## src/rtl/video_rx_pkg.sv

```systemverilog
// Shared types, default video timing and the frame-signature step for the capture receiver.
package video_rx_pkg;

  typedef enum logic [1:0] {SEARCH, MEASURE, LOCKED} rx_state_t;

  localparam int unsigned DEF_H_BACK   = 23;
  localparam int unsigned DEF_H_ACTIVE = 256;
  localparam int unsigned DEF_V_BACK   = 5;
  localparam int unsigned DEF_V_ACTIVE = 240;
  localparam int unsigned DEF_H_W      = 10;
  localparam int unsigned DEF_V_W      = 10;
  localparam int unsigned SIG_W        = 16;

  // Rotate left by one, then fold in the pixel colour.
  function automatic logic [SIG_W-1:0] sig_step(input logic [SIG_W-1:0] sig,
                                                input logic [2:0]       pix);
    return {sig[SIG_W-2:0], sig[SIG_W-1]} ^ SIG_W'(pix);
  endfunction

endpackage

```

## src/rtl/video_capture_rx_sync_fall_detect.sv

```systemverilog
// Input register for one sync line plus a falling-edge flag on the first low input cycle.
module sync_fall_detect (
  input  logic clk,
  input  logic reset,
  input  logic din,
  output logic fall_c
);

  logic q;

  always_ff @(posedge clk or posedge reset) begin
    if (reset) q <= 1'b0;
    else       q <= din;
  end

  assign fall_c = q & ~din;

endmodule

```

## src/rtl/video_capture_rx.sv

```systemverilog
// Video sink: recovers pixel coordinates from hsync/vsync, locks to line/frame timing,
// emits the active pixel stream and a per-frame signature.
module video_capture_rx
  import video_rx_pkg::*;
#(
  parameter int unsigned H_BACK   = DEF_H_BACK,
  parameter int unsigned H_ACTIVE = DEF_H_ACTIVE,
  parameter int unsigned V_BACK   = DEF_V_BACK,
  parameter int unsigned V_ACTIVE = DEF_V_ACTIVE,
  parameter int unsigned H_W      = DEF_H_W,
  parameter int unsigned V_W      = DEF_V_W
) (
  input  logic                        clk,
  input  logic                        reset,
  input  logic                        hsync,
  input  logic                        vsync,
  input  logic [2:0]                  rgb,
  output logic                        pix_valid,
  output logic [$clog2(H_ACTIVE)-1:0] pix_x,
  output logic [$clog2(V_ACTIVE)-1:0] pix_y,
  output logic [2:0]                  pix_rgb,
  output logic                        frame_done,
  output logic [SIG_W-1:0]            frame_sum,
  output logic                        locked,
  output logic [H_W-1:0]              h_total_meas,
  output logic [V_W-1:0]              v_total_meas,
  output logic                        sync_err
);

  localparam int unsigned XW = $clog2(H_ACTIVE);
  localparam int unsigned YW = $clog2(V_ACTIVE);

  logic             hs_fall_c, vs_fall_c;
  logic [2:0]       rgb_q;
  logic [H_W-1:0]   h_cnt;
  logic [V_W-1:0]   v_cnt;
  logic [1:0]       hf_cnt;
  logic [SIG_W-1:0] sig;
  rx_state_t        state;

  sync_fall_detect u_hs (.clk(clk), .reset(reset), .din(hsync), .fall_c(hs_fall_c));
  sync_fall_detect u_vs (.clk(clk), .reset(reset), .din(vsync), .fall_c(vs_fall_c));

  logic [H_W-1:0] h_len_c;
  logic [V_W-1:0] lines_c;
  logic           timeout_c, active_c, h_bad_c;

  // Line length ends on this fall; line count includes an hsync fall coincident with vsync.
  assign h_len_c   = h_cnt + 1'b1;
  assign lines_c   = v_cnt + V_W'(hs_fall_c);
  assign timeout_c = (h_cnt == '1);
  assign h_bad_c   = hs_fall_c && (h_len_c != h_total_meas);
  assign active_c  = (32'(h_cnt) >= H_BACK) && (32'(h_cnt) < H_BACK + H_ACTIVE) &&
                     (32'(v_cnt) >= V_BACK) && (32'(v_cnt) < V_BACK + V_ACTIVE);

  always_ff @(posedge clk or posedge reset) begin
    if (reset) begin
      rgb_q        <= '0;
      h_cnt        <= '0;
      v_cnt        <= '0;
      hf_cnt       <= '0;
      sig          <= '0;
      state        <= SEARCH;
      pix_valid    <= 1'b0;
      pix_x        <= '0;
      pix_y        <= '0;
      pix_rgb      <= '0;
      frame_done   <= 1'b0;
      frame_sum    <= '0;
      locked       <= 1'b0;
      h_total_meas <= '0;
      v_total_meas <= '0;
      sync_err     <= 1'b0;
    end else begin
      rgb_q      <= rgb;
      h_cnt      <= hs_fall_c ? '0 : h_cnt + 1'b1;
      frame_done <= 1'b0;
      sync_err   <= 1'b0;
      pix_valid  <= 1'b0;
      pix_x      <= '0;
      pix_y      <= '0;
      pix_rgb    <= '0;

      if (vs_fall_c)      v_cnt <= '0;
      else if (hs_fall_c) v_cnt <= v_cnt + 1'b1;

      if (state == LOCKED && active_c) begin
        pix_valid <= 1'b1;
        pix_x     <= XW'(32'(h_cnt) - H_BACK);
        pix_y     <= YW'(32'(v_cnt) - V_BACK);
        pix_rgb   <= rgb_q;
        sig       <= sig_step(sig, rgb_q);
      end

      case (state)
        SEARCH: begin
          if (vs_fall_c) begin
            state  <= MEASURE;
            hf_cnt <= '0;
          end
        end
        // First fall aligns h_cnt, second fall latches the line length, later falls verify it.
        MEASURE: begin
          if (timeout_c || (hf_cnt == 2'd2 && h_bad_c)) begin
            state    <= SEARCH;
            sync_err <= 1'b1;
          end else if (vs_fall_c) begin
            v_total_meas <= lines_c;
            if (hf_cnt == 2'd2 && 32'(lines_c) >= V_BACK + V_ACTIVE) begin
              state  <= LOCKED;
              locked <= 1'b1;
              sig    <= '0;
            end else begin
              state    <= SEARCH;
              sync_err <= 1'b1;
            end
          end else if (hs_fall_c) begin
            if (hf_cnt == 2'd1) h_total_meas <= h_len_c;
            if (hf_cnt != 2'd2) hf_cnt <= hf_cnt + 2'd1;
          end
        end
        LOCKED: begin
          if (timeout_c || h_bad_c || (vs_fall_c && lines_c != v_total_meas)) begin
            state    <= SEARCH;
            locked   <= 1'b0;
            sync_err <= 1'b1;
          end else if (vs_fall_c) begin
            frame_done <= 1'b1;
            frame_sum  <= sig;
            sig        <= '0;
          end
        end
        default: state <= SEARCH;
      endcase
    end
  end

endmodule

```

## config.mk

```make
export PLATFORM = sky130hd
export DESIGN_NAME = video_capture_rx
export DESIGN_NICKNAME = d
export VERILOG_FILES = /design/src/rtl/video_rx_pkg.sv /design/src/rtl/video_capture_rx_sync_fall_detect.sv /design/src/rtl/video_capture_rx.sv
export SDC_FILE = /design/constraint.sdc
export NUM_CORES = 1
export LEC_CHECK = 0
export ABC_AREA = 1
export CORE_MARGIN = 4
export CORE_UTILIZATION = 62
export CTS_BUF_LIST = sky130_fd_sc_hd__clkbuf_4 sky130_fd_sc_hd__clkbuf_8
export CTS_CLUSTER_SIZE = 30
export DETAILED_ROUTE_END_ITERATION = 7
export PLACE_DENSITY = 0.94
export SLEW_MARGIN = 20
export SYNTH_ARGS = -nofsm -noshare
export SYNTH_HDL_FRONTEND = slang
export SYNTH_HIERARCHICAL = 1
export SYNTH_SLANG_ARGS = --single-unit
```

## constraint.sdc

```tcl
create_clock -name clk -period 7.8 [get_ports clk]
set_input_delay 1.56 -clock clk [delete_from_list [all_inputs] [get_ports clk]]
set_output_delay 1.56 -clock clk [all_outputs]
set_load 0.03 [all_outputs]
```

==> summary.md <==
Cell family contributing the most delay on the critical path: simple AND/OR/NAND/NOR gates. Synthesis instantiated 34 different standard cells from the library. The run gives 2 as the worst-case clock buffer depth.

In this run the core area contains 33 standard-cell rows. 66 I/O pins were placed. The insertion delay to the later sink of the worst-skew pair was 0.37 ns. Dividing the detail-routed wire length by the instance count gives 14.2 um. Along the worst hold path, the cell count comes to 2. For the register-to-register setup slack, the log shows 3.98 ns. Headroom to the max-slew limit came out at 37.7%. The flow ran to the end, and the final reports show no timing, DRC or antenna violations. Cell count after synthesis: 646. The tools report the end of the worst register-to-register path as sig[12]$_DFF_PP0_. For the cell area after technology mapping, the log shows 0.00520 mm^2. The fraction of final layout cells sized beyond drive strength 1 came out at 5.93%.

Summed over all failing endpoints, the final setup total negative slack is 0 ns. The placer's final routability congestion estimate was 0.920. The number of setup buffers added after CTS is 0.

Across every metal layer, demand over resource in global routing totals 24.8%. The final count of hold timing violations is 0. The endpoint of the worst hold-timing path was frame_sum[11]$_DFFE_PP0P_. The run gives 664 as the post-synth net total. For the starting utilization of the core area, the log shows 63.6%. For the worst setup path, the data arrival time is 5.33 ns.

The run gives 6 as the count of synthesis-stage warnings from yosys. The total inserted antenna cells is 0, and the mean post-synth cell area is 8.05 um^2. The library cell with the largest summed area after synthesis was sky130_fd_sc_hd__dfrtp_1. The tools report the launch instance of the worst min-delay path as sig[11]$_DFF_PP0_.

The cell with the largest stage delay on the worst path was sky130_fd_sc_hd__nor2_2. Of all flip-flops after synthesis, the portion carrying an async set or reset was 100%. For the pin with the worst max-slew slack, the measured transition is 0.933 ns. The count of nets left with antenna violations after detail routing came out at 0. Setup repair after global routing left no endpoint under its margin. The classification of the worst-slack hold path was flip-flop to flip-flop. The run gives 3.03 nW as the leakage power summed over all cells. The delay of the slowest cell on the worst path is 0.74 ns, and the fraction of post-synthesis cell area in the top cell type by area is 50.1%. For this run, the share of the core covered by cells in the final layout is 74.6%. The sequential element share of the synthesized area is 50.1%. The logs give 0 for the number of slew-limit violations in the final report and 121 uV for the peak supply drop. Counting flops and latches in the post-synthesis netlist gives 104. The worst path required time is 8.03 ns, and the relative area change from synthesis to final layout is 17.4%.

The worst path needs 5.11 ns of the cycle, external delays included. Walking the worst path, the cells encountered are clkdlybuf4s50_1 > nor2_2 > ha_1 > ha_1 > nand2_1 > inv_1 > nand2_1 > nand2_1 > nand2_1 > nand2_1 > nand2_1 > inv_1 > nand2_1 > nor2_1 > nand3_1 > nand2_1 > nand4_4 > nand2_1 > a21oi_1. After detailed routing, the number of vias per cell comes to 5.50. The worst path uses 65.5% of the clock period. The tools report the number of global-route vias before repair as 4317.

The tools report the number of detailed-route iterations in the first pass as 5. Post-CTS repair changed the size of 0 cells. The die width was 99.6 um. Counting both buffers and inverters, the worst setup path holds a total of 3. The run gives 0.00991 mm^2 as the die footprint.

Wires add up to 11.6 mm. TritonCTS built the clock tree. Detailed placement finished with a half-perimeter wire length of 8.19 mm.

During placement, the flow inserted port buffers numbering 65. The pin count of the biggest net entering global routing was 68. The most numerous cell type found on the critical path is sky130_fd_sc_hd__nand2_1. Startpoint-to-endpoint class of the critical path: input port to flip-flop. The tools report the H-tree level count as 3. The startpoint kind of the worst setup timing path is an input port.

From bottom edge to top edge, the die measures 99.6 um. Largest fanout of any net on the critical path: 21. Setup violations remaining at the end of the flow were counted as 0. The number of hold buffers added after CTS was 0. The clock tree root buffer cell was sky130_fd_sc_hd__clkbuf_8. Derived from the worst setup path, the maximum achievable clock frequency is 196 MHz. The overall via count from detail_route is 4470. The worst register-to-register path begins at u_hs/q$_DFF_PP0_. The run gives 286 as the number of DRC markers in iteration 0. The power per standard cell area works out to 215 mW/mm^2. The number of cells on the worst reg-to-reg path is 19. Clock-pin slew was measured on the worst setup and hold paths at 0.09 ns. In this run, CTS created clock tree buffers numbering 9.

Ranked by total cell area, the synthesized netlist is headed by sky130_fd_sc_hd__dfrtp_1, sky130_fd_sc_hd__nand2_1, sky130_fd_sc_hd__inv_1, sky130_fd_sc_hd__o21ai_0, sky130_fd_sc_hd__nand3_1. Most used flip-flop cell after synthesis: sky130_fd_sc_hd__dfrtp_1. sky130_fd_sc_hd__nand2_1 is the most common cell in the netlist.

The placeable core area came out at 0.00818 mm^2. The first global-routing pass estimated 20.0 mm of wire. Counting instances in the post-synthesis netlist gives the leading cell types as sky130_fd_sc_hd__nand2_1, sky130_fd_sc_hd__dfrtp_1, sky130_fd_sc_hd__inv_1. Clock skew on the completed layout was measured at 0.00758 ns.

The count of unresolved DRC violations after routing is 0. The clock sink total was 104. The final layout contains 721 nets. The run gives 0 as the max-capacitance violation count. Counting flops with a built-in enable in the synthesized netlist gives 0. The tools report the kind of end point of the critical path as a flip-flop.

The tools report the number of antenna violations at the first check in global routing as 0. Global routing finished with a remaining overflow of 0.
## flip-flops by register name (all words and copies together) (netlist names)
signal        cells
state             2
pix_x             8
pix_rgb           3
hf_cnt            2
h_cnt            10
locked            1
u_vs/q            1
pix_y             8
frame_sum        16
h_total_meas     10
sync_err          1
sig              16
pix_valid         1
u_hs/q            1
frame_done        1
v_total_meas     10
v_cnt            10
rgb_q             3
## power by group
group / switching (mW) / internal (mW)
combinational: 0.214 / 0.121
sequential: 0.0396 / 0.578
clock: 0.189 / 0.168
total: 0.443 / 0.866
## area by class of cell
class	count	area (um^2)
Fill cell	589	2070
Multi-Input combinational cell	442	2190
Clock buffer	11	151
Timing Repair Buffer	67	666
Inverter	79	299
Tap cell	105	131
Sequential cell	104	2600
Clock inverter	5	63.8
## layer usage
layer,track usage [%],share of wire (%)
met2,40.9,49
met1,33.2,44
met5,0,0
met3,3.23,5.0
met4,10.6,2.5
## layout by cell type (no fill, tap or decap), types with 4 or more instances in the layout
master,count
sky130_fd_sc_hd__a21oi_1,32
sky130_fd_sc_hd__nor2_1,55
sky130_fd_sc_hd__xor2_1,9
sky130_fd_sc_hd__inv_1,74
sky130_fd_sc_hd__nand2_1,177
sky130_fd_sc_hd__clkbuf_8,11
sky130_fd_sc_hd__ha_1,11
sky130_fd_sc_hd__o21ai_1,15
sky130_fd_sc_hd__nand3_1,43
sky130_fd_sc_hd__nand4_1,8
sky130_fd_sc_hd__xnor2_1,4
sky130_fd_sc_hd__nor2_2,4
sky130_fd_sc_hd__nor2_4,6
sky130_fd_sc_hd__dfrtp_1,104
sky130_fd_sc_hd__nor3_1,8
sky130_fd_sc_hd__clkdlybuf4s50_1,65
sky130_fd_sc_hd__o21ai_0,50
## how the worst max path moves through the flow
stage	from	end	slack [ns]	depth (start not counted)
floorplan	reset	frame_done$_DFF_PP0_	3.56	1
global placement	hsync	sig[11]$_DFF_PP0_	2.56	19
detailed placement	hsync	sig[2]$_DFF_PP0_	2.41	19
CTS	hsync	sig[12]$_DFF_PP0_	2.75	19
global route	hsync	sig[12]$_DFF_PP0_	2.38	19
finish	hsync	sig[12]$_DFF_PP0_	2.69	19
## cell families (layout without fill, tap and decap cells)
group           count (synthesis)  count (layout)  share of synthesized area, %
buf+inv                       100             162                          7.85
xor+xnor                       13              13                          2.19
simple gates                  315             315                          26.8
flops                         104             104                          50.1
compound gates                103             103                          10.4
fa+ha+maj                      11              11                          2.65
## worst reg2reg max path, delay by kind of cell (launching register included)
| family | cells | cell delay, ns |
|---|---|---|
| simple gates | 13 | 2.38 |
| buf+inv | 3 | 0.21 |
| fa+ha+maj | 2 | 0.59 |
| flops | 1 | 0.35 |
| compound gates | 1 | 0.16 |
## metrics by stage
stage               worst slack (ns)  cells  hold WS [ns]  area (um^2)  total power [mW]
floorplan                       3.56    646         0.449         5200             0.856
global placement                2.56    797         0.461         5890             0.943
detailed placement              2.41    797         0.471         5890             0.956
CTS                             2.75    813         0.494         6100              1.31
global route                    2.38    813         0.518         6100              1.38
finish                          2.69    813         0.492         6100              1.31
Note: power is estimated with default switching activity, not from simulation.
